==> src/rtl/microsequencer.sv <==
// Next-state generator for the multicycle MIPS control unit: produces the registered
// microstore address, with one-level call/return and a bounded MOC wait.
module microsequencer #(
  parameter int STATE_W     = 7,
  parameter int NUM_STATES  = 37,
  parameter int RESET_STATE = 0,
  parameter int MOC_TIMEOUT = 15
) (
  input  logic               clk,
  input  logic               reset,
  input  logic [2:0]         N,
  input  logic [1:0]         S,
  input  logic               Inv,
  input  logic [STATE_W-1:0] CR,
  input  logic [STATE_W-1:0] decodedState,
  input  logic               MOC,
  input  logic               cond,
  output logic [STATE_W-1:0] currentState,
  output logic [STATE_W-1:0] retState,
  output logic               busError,
  output logic [7:0]         waitCount
);

  localparam logic [STATE_W-1:0] RESET_ADDR = STATE_W'(RESET_STATE);
  localparam logic [STATE_W:0]   STATE_LIM  = (STATE_W+1)'(NUM_STATES);
  localparam logic [7:0]         WAIT_LAST  = 8'(MOC_TIMEOUT - 1);

  localparam logic [2:0] N_DECODE = 3'b000;
  localparam logic [2:0] N_RESET  = 3'b001;
  localparam logic [2:0] N_JUMP   = 3'b010;
  localparam logic [2:0] N_INC    = 3'b011;
  localparam logic [2:0] N_BRANCH = 3'b100;
  localparam logic [2:0] N_WAIT   = 3'b101;
  localparam logic [2:0] N_CALL   = 3'b110;
  localparam logic [2:0] N_RET    = 3'b111;

  logic [STATE_W-1:0] state_q, state_d;
  logic [STATE_W-1:0] ret_q, ret_d;
  logic               err_q, err_d;
  logic [7:0]         wait_q, wait_d;

  logic               sel_cond;
  logic               c;
  logic [STATE_W-1:0] inc;
  logic [STATE_W-1:0] next_raw;
  logic               wait_cycle;
  logic               timeout;
  logic               illegal;

  always_comb begin
    sel_cond = 1'b0;
    case (S)
      2'b00:   sel_cond = MOC;
      2'b01:   sel_cond = cond;
      2'b10:   sel_cond = 1'b1;
      default: sel_cond = 1'b0;
    endcase
    c   = sel_cond ^ Inv;
    inc = state_q + 1'b1;
  end

  always_comb begin
    next_raw = RESET_ADDR;
    case (N)
      N_DECODE: next_raw = decodedState;
      N_RESET:  next_raw = RESET_ADDR;
      N_JUMP:   next_raw = CR;
      N_INC:    next_raw = inc;
      N_BRANCH: next_raw = c ? CR : inc;
      N_WAIT:   next_raw = c ? CR : state_q;
      N_CALL:   next_raw = CR;
      N_RET:    next_raw = ret_q;
      default:  next_raw = RESET_ADDR;
    endcase
  end

  // A rising condition on the final wait cycle wins over the timeout.
  always_comb begin
    wait_cycle = (N == N_WAIT) && !c;
    timeout    = wait_cycle && (wait_q == WAIT_LAST);
    illegal    = ({1'b0, next_raw} >= STATE_LIM);
  end

  always_comb begin
    state_d = next_raw;
    ret_d   = ret_q;
    err_d   = err_q;
    wait_d  = 8'd0;

    if (timeout) begin
      state_d = RESET_ADDR;
      err_d   = 1'b1;
      wait_d  = 8'd0;
    end else begin
      if (illegal) begin
        state_d = RESET_ADDR;
      end
      if (wait_cycle) begin
        wait_d = (wait_q == 8'hFF) ? wait_q : wait_q + 8'd1;
      end
    end

    // retState stores the raw increment; a later return re-checks legality.
    if (N == N_CALL) begin
      ret_d = inc;
    end
  end

  always_ff @(posedge clk or negedge reset) begin
    if (!reset) begin
      state_q <= RESET_ADDR;
      ret_q   <= '0;
      err_q   <= 1'b0;
      wait_q  <= 8'd0;
    end else begin
      state_q <= state_d;
      ret_q   <= ret_d;
      err_q   <= err_d;
      wait_q  <= wait_d;
    end
  end

  assign currentState = state_q;
  assign retState     = ret_q;
  assign busError     = err_q;
  assign waitCount    = wait_q;

endmodule
==> config.mk <==
export PLATFORM = sky130hd
export DESIGN_NAME = microsequencer
export DESIGN_NICKNAME = d
export VERILOG_FILES = /design/src/rtl/microsequencer.sv
export SDC_FILE = /design/constraint.sdc
export NUM_CORES = 1
export LEC_CHECK = 0
export BUFFER_PORTS_ARGS = -buffer_cell sky130_fd_sc_hd__buf_2
export CORE_UTILIZATION = 30
export DETAILED_ROUTE_END_ITERATION = 12
export SYNTH_ARGS = -nofsm -noshare
export SYNTH_HDL_FRONTEND = slang
export SYNTH_SLANG_ARGS = --single-unit
==> constraint.sdc <==
create_clock -name clk -period 4.16 [get_ports clk]
set_clock_uncertainty 0.1 [all_clocks]
set_input_delay 1.04 -clock clk [delete_from_list [all_inputs] [get_ports clk]]
set_output_delay 1.04 -clock clk [all_outputs]
set_load 0.05 [all_outputs]
After elaboration in Yosys (flattened, before gate mapping)
Index checks and enable logic that the tools add are counted.
{"block": "op_classes", "magnitude_cmp": 1, "eq_ne": 12, "reduce_logical": 6, "bitwise": 1, "addsub": 2, "n_mux": 9}
{"operator": "one-hot mux 7 bit (7 select lines)", "n": 1}
{"operator": "2-to-1 mux 7 bit", "n": 4}
{"operator": "2-to-1 mux 8 bit", "n": 3}
{"operator": "equality test 3 bit, second input constant", "n": 4}
{"operator": "adder 8 x 1 -> 8 bit, second input constant", "n": 1}
{"operator": "equality test 8 x 4 -> 1 bit, second input constant", "n": 1}
{"operator": "equality test 8 bit, second input constant", "n": 1}
{"operator": "adder 7 x 1 -> 7 bit, second input constant", "n": 1}
{"operator": "greater-or-equal comparator 7 x 6 -> 1 bit, second input constant", "n": 1}
{"operator": "equality test 3 x 2 -> 1 bit, second input constant", "n": 2}
{"operator": "equality test 3 x 1 -> 1 bit, second input constant", "n": 1}
{"operator": "logical NOT 3 bit", "n": 1}
{"operator": "!= test 3 bit, second input constant", "n": 1}
{"operator": "one-hot mux 1 bit (3 select lines)", "n": 1}
{"operator": "equality test 2 x 1 -> 1 bit, second input constant", "n": 1}
{"operator": "equality test 2 bit, second input constant", "n": 1}
{"operator": "logical AND 1 bit", "n": 2}
{"operator": "logical NOT 2 bit", "n": 1}
{"operator": "OR reduction 2 bit", "n": 1}
{"operator": "logical NOT 1 bit", "n": 1}
{"operator": "XOR 1 bit", "n": 1}
{"block": "totals", "input_bits": 24, "regBits": 23, "word_cells": 35}

Logic depth before layout (Yosys ltp)
Gate-level depths: netlist (run 1).
{"block": "logic_depth", "word_depth": 8, "mapped_depth": 9, "ltp_nobuf": 9}

Least setup slack after synthesis (run 1)
OpenSTA, ideal clock, no wires.
{"block": "synth_timing", "path_kind": "input to register", "from": "input N[2]", "to": "register state_q[1] (netlist: currentState[1])", "path_buffers": 1, "arrival_time_ps": 2526, "cell_stages": 7, "slack_ps": 1404, "path_cell_list": "buf_2 or2b_1 o41ai_2 a221oi_1 o32a_1 a31oi_2 nor3b_1"}
{"block": "synth_between", "elab_chain_cells": 6, "elab_cells_between_ends": 15, "cone_classes": "1 x order compare; 7 x eq/ne; 3 x mux; 4 x reduce/logical"}
{"element": "from (decl)", "line_no": "11", "text": "input logic [2:0] N,"}
{"element": "equality test 3 bit or equality test 3 x 2 -> 1 bit (tied branches)", "line_no": "64", "text": "case (N)"}
{"element": "OR reduction 2 bit (no line)"}
{"element": "one-hot mux 7 bit (7 select lines)", "line_no": "64"}
{"element": "greater-or-equal comparator 7 x 6 -> 1 bit", "line_no": "81", "text": "illegal = ({1'b0, next_raw} >= STATE_LIM);"}
{"element": "2-to-1 mux 7 bit", "line_no": "95", "text": "if (illegal) begin"}
{"element": "2-to-1 mux 7 bit (*)", "line_no": "90", "text": "if (timeout) begin"}
{"element": "via state_d[1]", "line_no": "37", "text": "logic [STATE_W-1:0] state_q, state_d;"}
{"element": "to (signal assigned)", "line_no": "116", "text": "state_q <= state_d;"}
{"element": "to (decl)", "line_no": "37"}
The timed path passes the listed nets; every way through them passes the cells marked *.
A chain may end at the register's enable or synchronous reset.

Worst setup path in the final report (run 1)
Same ends and word-level chain as after synthesis.

==> results by group, run 1 <==
Run status
  – Status: finished, final reports clean

Min path
  – Path category of the worst min-delay check: reg -> reg

Synth
  – Sequential-to-total area share from yosys stat: 34.2%
  – Synth warnings: 0
  – Synthesized Nets: 226
  – Synthesized instance count: 199
  – Fraction of registers with async set/reset: 100%
  – Main synth FF type: sky130_fd_sc_hd__dfrtp_1
  – Count of different cell masters after synthesis: 62
  – Mean post-synth cell area: 8.45 sq um
  – EDFF count, synth: 0
  – Number of synthesized register bits: 23
  – Synthesized cell area: 0.00168 sq mm

Layout
  – Fillers: 544
  – NumNets Final: 268
  – Ratio of cells with drive above 1 in the final layout: 27.1%
  – Post-route cell area: 0.00201 sq mm
  – Most frequent standard cell in the layout excluding fill and tap cells: sky130_fd_sc_hd__buf_2
  – Synth-to-layout area growth: 19.3%
  – Area used by sequential logic in the layout: 576 sq um
  – Most frequent cells in the layout: sky130_fd_sc_hd__buf_2, sky130_fd_sc_hd__dfrtp_1, sky130_fd_sc_hd__nor2_1
  – Antenna diode count: 0
  – Multi-input logic area: 0.00105 sq mm

Drt
  – DRC marker count from the first detailed-route iteration: 117
  – Detailed-router iteration count before antenna repair: 4
  – DR vias: 1632
  – Vias per Instance: 5.26
  – Number of nets with antenna violations after routing: 0
  – Final wirelength: 4.65 mm
  – DRC errors left: 0
  – Average routed wire per standard cell: 15.0 microns

Timing
  – Fin. max-slew vios: 0
  – Count of endpoints failing setup in the final report: 0
  – Headroom to the max-slew limit: 64.4%
  – Fin crit share: 68.2%
  – Upper clock frequency limit: 353 MHz
  – Time the worst path needs with I/O delays and setup: 2.84 ns
  – Final Hold Slack: 0.408 ns
  – PnR worst setup slack: 1.32 ns
  – Final TNS setup: 0 ns
  – Fin. Hold Viols: 0
  – Worst Max-Slew Pin Slew: 0.534 ns
  – Setup repair after global routing missed its margin: no

Placed design
  – Number of input and output port buffers inserted: 46
  – Worst setup slack before clock tree synthesis: 1.07 ns
  – Estimated wirelength of the detail-placed design: 3.52 mm
  – Routability Congestion: 0.883
  – Placed Instance Area: 0.00196 sq mm

Power and ir drop
  – Switching part of the total: 40.9%
  – Switching power: 0.266 mW
  – Static leakage: 0.899 nW
  – Combinational group share of total power: 36.1%
  – Power Internal: 0.385 mW
  – VDD IR-drop max: 0.121 mV
  – Clock group share of total power: 22.1%
  – Reg power frac: 41.8%
  – Power per Cell Area: 325 mW/mm^2

Floorplan
  – Area of the core: 0.00524 sq mm
  – Die Y: 76.9 microns
  – Die X: 76.9 microns
  – Number of top-level design ports: 47
  – Initial cell density of the core: 32.1%
  – Die outline area: 0.00591 sq mm
  – Standard-cell rows: 26

Clock tree
  – Latest clock arrival within the worst-skew pair: 0.27 ns
  – Reg clk slew, reported paths: 0.09 ns
  – Count of clock tree sinks: 23
  – CTS H-tree lvls: 1
  – Clock Path Buffers: 2
  – TritonCTS clock tree: built
  – CTS Buf Count: 3
  – Post-CTS setup-driven buffer insertion count: 0
  – Hold buffers post-CTS: 0
  – Clock tree root driver cell: sky130_fd_sc_hd__clkbuf_8
  – Number of gates resized after CTS: 0

Worst setup path
  – Crit. End Element: flip-flop
  – Crit path max fanout: 19
  – Startpoint class of the critical path: input pin
  – Arr. time, crit path: 2.89 ns
  – Category of the most critical setup path: in -> reg
  – WP data required: 4.22 ns

Run
  – Maximum Capacitance Violations: 0

Global routing
  – Pin count of the biggest net entering global routing: 25
  – Global-route wire length before repair: 7.63 mm
  – Global route overflow: 0
  – Antenna violations before repair: 0
  – Vias in the first global route: 1575
  – Total routing usage reported by global routing: 16.3%
power groups by stage:
stage | clock (mW) | combinational [mW] | sequential [mW]
finish | 0.144 | 0.235 | 0.272
floorplan | 0 | 0.0967 | 0.346
global route | 0.159 | 0.255 | 0.276
global placement | 0 | 0.235 | 0.277
detailed placement | 0 | 0.235 | 0.277
CTS | 0.147 | 0.236 | 0.272
worst max-delay path: stages:
cell	delay [ns]
sky130_fd_sc_hd__buf_2	0.29
sky130_fd_sc_hd__or2b_1	0.37
sky130_fd_sc_hd__o41ai_2	0.49
sky130_fd_sc_hd__a221oi_1	0.16
sky130_fd_sc_hd__o32a_1	0.25
sky130_fd_sc_hd__a31oi_2	0.22
sky130_fd_sc_hd__nor3b_1	0.07
per-stage QoR:
step	utilization, %	instances	power (mW)
after floorplan	-	199	0.443
after global placement	37.4	306	0.511
after detailed placement	37.4	306	0.512
after CTS	38.3	310	0.655
after global routing	38.3	310	0.690
final	38.3	310	0.651
cell type report:
cell class / instances / area share [%]
clock buffers: 4 / 2.25
inverters: 4 / 0.749
multi-input cells: 163 / 52.5
flip-flops and latches: 23 / 28.7
well taps: 70 / 4.37
repair buffers: 46 / 11.5
cells by family (layout without fill, tap and decap cells):
logic type,Yosys count,count (layout),synth area share [%]
other cells,1,1,0.223
compound gates,56,56,24.6
flops,23,23,34.2
mux,3,3,1.93
xor+xnor,8,8,4.17
fa+ha+maj,3,3,2.23
buf+inv,13,54,3.20
simple gates,92,92,29.4
state kept, by name, indices dropped and copies added (netlist names):
register,cells
waitCount,8
currentState,7
retState,7
busError,1
routing by layer:
metal  track usage (%)  vias to the layer above  part of all wire [%]
met2              23.1                       45                    44
met1              23.9                      761                    48
met5                 0                        -                     0
li1                  -                      819                     -
met4              7.69                        0                   2.0
met3              2.26                        7                   5.3
path summary, 6_finish.rpt:
kind	from	end	slack, ns	depth (start not counted)
min reg2reg	busError$_DFFE_PN0P_	busError$_DFFE_PN0P_	0.41	1
max	N[2]	currentState[1]$_DFF_PN0_	1.32	7
min	busError$_DFFE_PN0P_	busError$_DFFE_PN0P_	0.41	1
min in group asynchronous	reset	currentState[5]$_DFF_PN0_	0.64	1
max reg2reg	currentState[0]$_DFF_PN0_	currentState[4]$_DFF_PN0_	1.80	8
max in group asynchronous	reset	retState[4]$_DFFE_PN0N_	2.96	1
cell usage after synthesis, types with 4 or more instances:
master	n	area share, %
sky130_fd_sc_hd__nand2_1	20	4.5
sky130_fd_sc_hd__nor3_1	7	2.1
sky130_fd_sc_hd__buf_2	4	1.2
sky130_fd_sc_hd__a21oi_1	9	2.7
sky130_fd_sc_hd__nor2_1	22	4.9
sky130_fd_sc_hd__dfrtp_1	23	34
sky130_fd_sc_hd__and3_1	5	1.9
sky130_fd_sc_hd__nand3_1	8	2.4
sky130_fd_sc_hd__inv_1	4	0.89
sky130_fd_sc_hd__o21ai_0	13	3.9
sky130_fd_sc_hd__xor2_1	5	2.6
sky130_fd_sc_hd__clkbuf_1	4	0.89
Power figures use the tool's default switching activity.
==> run 2: changes to the inputs <==
==> constraint.sdc (replaced) <==
create_clock -name clk -period 2.3 [get_ports clk]
set_clock_uncertainty 0.1 [all_clocks]
set_input_delay 0.575 -clock clk [delete_from_list [all_inputs] [get_ports clk]]
set_output_delay 0.575 -clock clk [all_outputs]
set_load 0.05 [all_outputs]
==> results by group, run 2 (synthesis results as in run 1) <==
Layout
  – Area used by sequential logic in the layout: 582 sq um (+1.1%)
  – Ratio of cells with drive above 1 in the final layout: 39.0% (+12 points)
  – End-of-flow core utilization: 44.0% (+5.7 points)
  – Post-route cell area: 0.00230 sq mm (+15%)
  – Multi-input logic area: 0.00106 sq mm (+1.2%)
  – Synth-to-layout area growth: 36.9%
  – Most frequent cells in the layout: sky130_fd_sc_hd__buf_2, sky130_fd_sc_hd__buf_4, sky130_fd_sc_hd__nor2_1
  – NumNets Final: 305 (+14%)
  – Max FFs per register: 8 (unchanged)
  – Most frequent standard cell in the layout excluding fill and tap cells: sky130_fd_sc_hd__buf_2
  – Fillers: 520 (-4.4%)
  – Antenna diode count: 0 (unchanged)

Global routing
  – Vias in the first global route: 1676 (+6.4%)
  – Antenna violations before repair: 0 (unchanged)
  – Pin count of the biggest net entering global routing: 24 (-4.0%)
  – Global route overflow: 0 (unchanged)
  – Total routing usage reported by global routing: 17.2% (+0.95 points)
  – Global-route wire length before repair: 8.12 mm (+6.4%)

Floorplan
  – Die outline area: 0.00591 sq mm (unchanged)
  – Area of the core: 0.00524 sq mm (unchanged)
  – Die X: 76.9 microns (unchanged)
  – Number of top-level design ports: 47 (unchanged)
  – Standard-cell rows: 26 (unchanged)
  – Initial cell density of the core: 32.1% (unchanged)
  – Die Y: 76.9 microns (unchanged)

Timing
  – Final Hold Slack: 0.179 ns (-0.229 ns)
  – Time the worst path needs with I/O delays and setup: 2.21 ns
  – Upper clock frequency limit: 452 MHz
  – Final TNS setup: 0 ns (unchanged)
  – Headroom to the max-slew limit: 62.2% (-2.2 points)
  – Fin crit share: 96.1%
  – Worst Max-Slew Pin Slew: 0.561 ns (+0.0278 ns)
  – Fin. max-slew vios: 0 (unchanged)
  – Count of endpoints failing setup in the final report: 0 (unchanged)
  – Setup repair after global routing missed its margin: yes
  – Fin. Hold Viols: 0 (unchanged)

Worst setup path
  – Crit path max fanout: 5 (-14)
  – Largest stage delay on the critical path: 0.37 ns (-0.12 ns)
  – Arr. time, crit path: 2.27 ns (-0.62 ns)
  – Crit path max-delay family: simple AND/OR/NAND/NOR gates
  – WP data required: 2.36 ns (-1.86 ns)
  – Startpoint class of the critical path: flip-flop
  – Cell Chain, Critical Path: ha_1, nand2_1, or3_4, a2111oi_2, nor4_1, buf_4, o22ai_4, nand2b_1, nor2_1
  – Worst Path Buf+Inv: 1 (unchanged)
  – Category of the most critical setup path: reg -> reg
  – Cell with the biggest individual delay on the critical path: sky130_fd_sc_hd__dfrtp_2
  – Crit. End Element: flip-flop

Clock tree
  – Hold buffers post-CTS: 0 (unchanged)
  – Clock tree root driver cell: sky130_fd_sc_hd__clkbuf_8
  – Number of gates resized after CTS: 0 (unchanged)
  – Latest clock arrival within the worst-skew pair: 0.26 ns (about the same)
  – Reg clk slew, reported paths: 0.09 ns (about the same)
  – CTS H-tree lvls: 1 (unchanged)
  – Count of clock tree sinks: 23 (unchanged)
  – TritonCTS clock tree: built
  – CTS Buf Count: 3 (unchanged)
  – Post-CTS setup-driven buffer insertion count: 0 (unchanged)
  – Clock Path Buffers: 2 (unchanged)

Power and ir drop
  – Tot Pwr: 1.24 mW (+91%)
  – Switching power: 0.491 mW (+84%)
  – Clock group share of total power: 20.4% (-1.7 points)
  – Power Internal: 0.754 mW (+96%)
  – Power per Cell Area: 541 mW/mm^2 (+66%)
  – Switching part of the total: 39.4% (-1.4 points)
  – Combinational group share of total power: 41.5% (+5.4 points)
  – Reg power frac: 38.1% (-3.7 points)
  – Static leakage: 1.07 nW (+19%)
  – VDD IR-drop max: 0.322 mV (+170%)

Run status
  – Status: finished, final reports clean

Drt
  – DRC marker count from the first detailed-route iteration: 123 (+5.1%)
  – DRC errors left: 0 (unchanged)
  – Final wirelength: 4.99 mm (+7.4%)
  – Number of nets with antenna violations after routing: 0 (unchanged)
  – Detailed-router iteration count before antenna repair: 4 (unchanged)
  – Average routed wire per standard cell: 14.4 microns (-4.1%)
  – DR vias: 1822 (+12%)
  – Vias per Instance: 5.25 (-0.26%)

Placed design
  – Estimated wirelength of the detail-placed design: 4.00 mm (+14%)
  – Number of input and output port buffers inserted: 46 (unchanged)
  – Placed Instance Area: 0.00224 sq mm (+14%)
  – Routability Congestion: 0.866 (-2.0%)

Run
  – Maximum Capacitance Violations: 0 (unchanged)

Min path
  – Path category of the worst min-delay check: in -> async
## run 2: cell count changes in the layout (fill, tap and decap cells not counted), sizes merged
cell	delta
buf	+37
## run 2: metrics by stage
step	std cells	setup slack, ns
final	347	0.0893
after global routing	347	-0.0280
after CTS	347	0.0406
after detailed placement	343	-0.196
after global placement	343	-0.134
after floorplan	199	0.00747
## run 2: path summary, 6_finish.rpt
| check | start | end | slack (ns) | cells after the start |
|---|---|---|---|---|
| worst max-delay path | currentState[0]$_DFF_PN0_ | currentState[3]$_DFF_PN0_ | 0.09 | 9 |
| worst min-delay path | reset | waitCount[0]$_DFFE_PN0P_ | 0.18 | 1 |
| worst max register to register | currentState[0]$_DFF_PN0_ | currentState[3]$_DFF_PN0_ | 0.09 | 9 |
| worst min register to register | busError$_DFFE_PN0P_ | busError$_DFFE_PN0P_ | 0.39 | 1 |
| max in group asynchronous | reset | currentState[1]$_DFF_PN0_ | 1.55 | 1 |
| min in group clk | busError$_DFFE_PN0P_ | busError$_DFFE_PN0P_ | 0.39 | 1 |
## run 2: per-layer routing
layer | part of all wire [%] | track usage [%]
met4 | 1.0 | 3.65
met5 | 0 | 0
met3 | 5.4 | 1.67
met1 | 46 | 24.6
met2 | 48 | 27.9
## run 2: area by class of cell
cell class                      instances  share of cell area [%]
Multi-Input combinational cell        163                    46.2
Sequential cell                        23                    25.3
Timing Repair Buffer                   83                    22.1
Tap cell                               70                    3.80
Clock buffer                            4                    1.96
Inverter                                4                   0.652
## run 2: worst register-to-register path, delay by kind of cell, from the launching register on
kind	cells	cell delay, ns
buffers and inverters	1	0.15
adder cells (fa/ha/maj)	1	0.19
AND/OR/NAND/NOR	5	0.75
flip-flops	1	0.37
AO/OA/AOI/OAI	2	0.55
## run 2: power by group through the flow
stage	registers (mW)	clock network, mW	logic, mW
floorplan	0.629	0	0.175
global placement	0.482	0	0.507
detailed placement	0.482	0	0.510
CTS	0.474	0.257	0.512
global route	0.481	0.280	0.554
finish	0.474	0.254	0.516
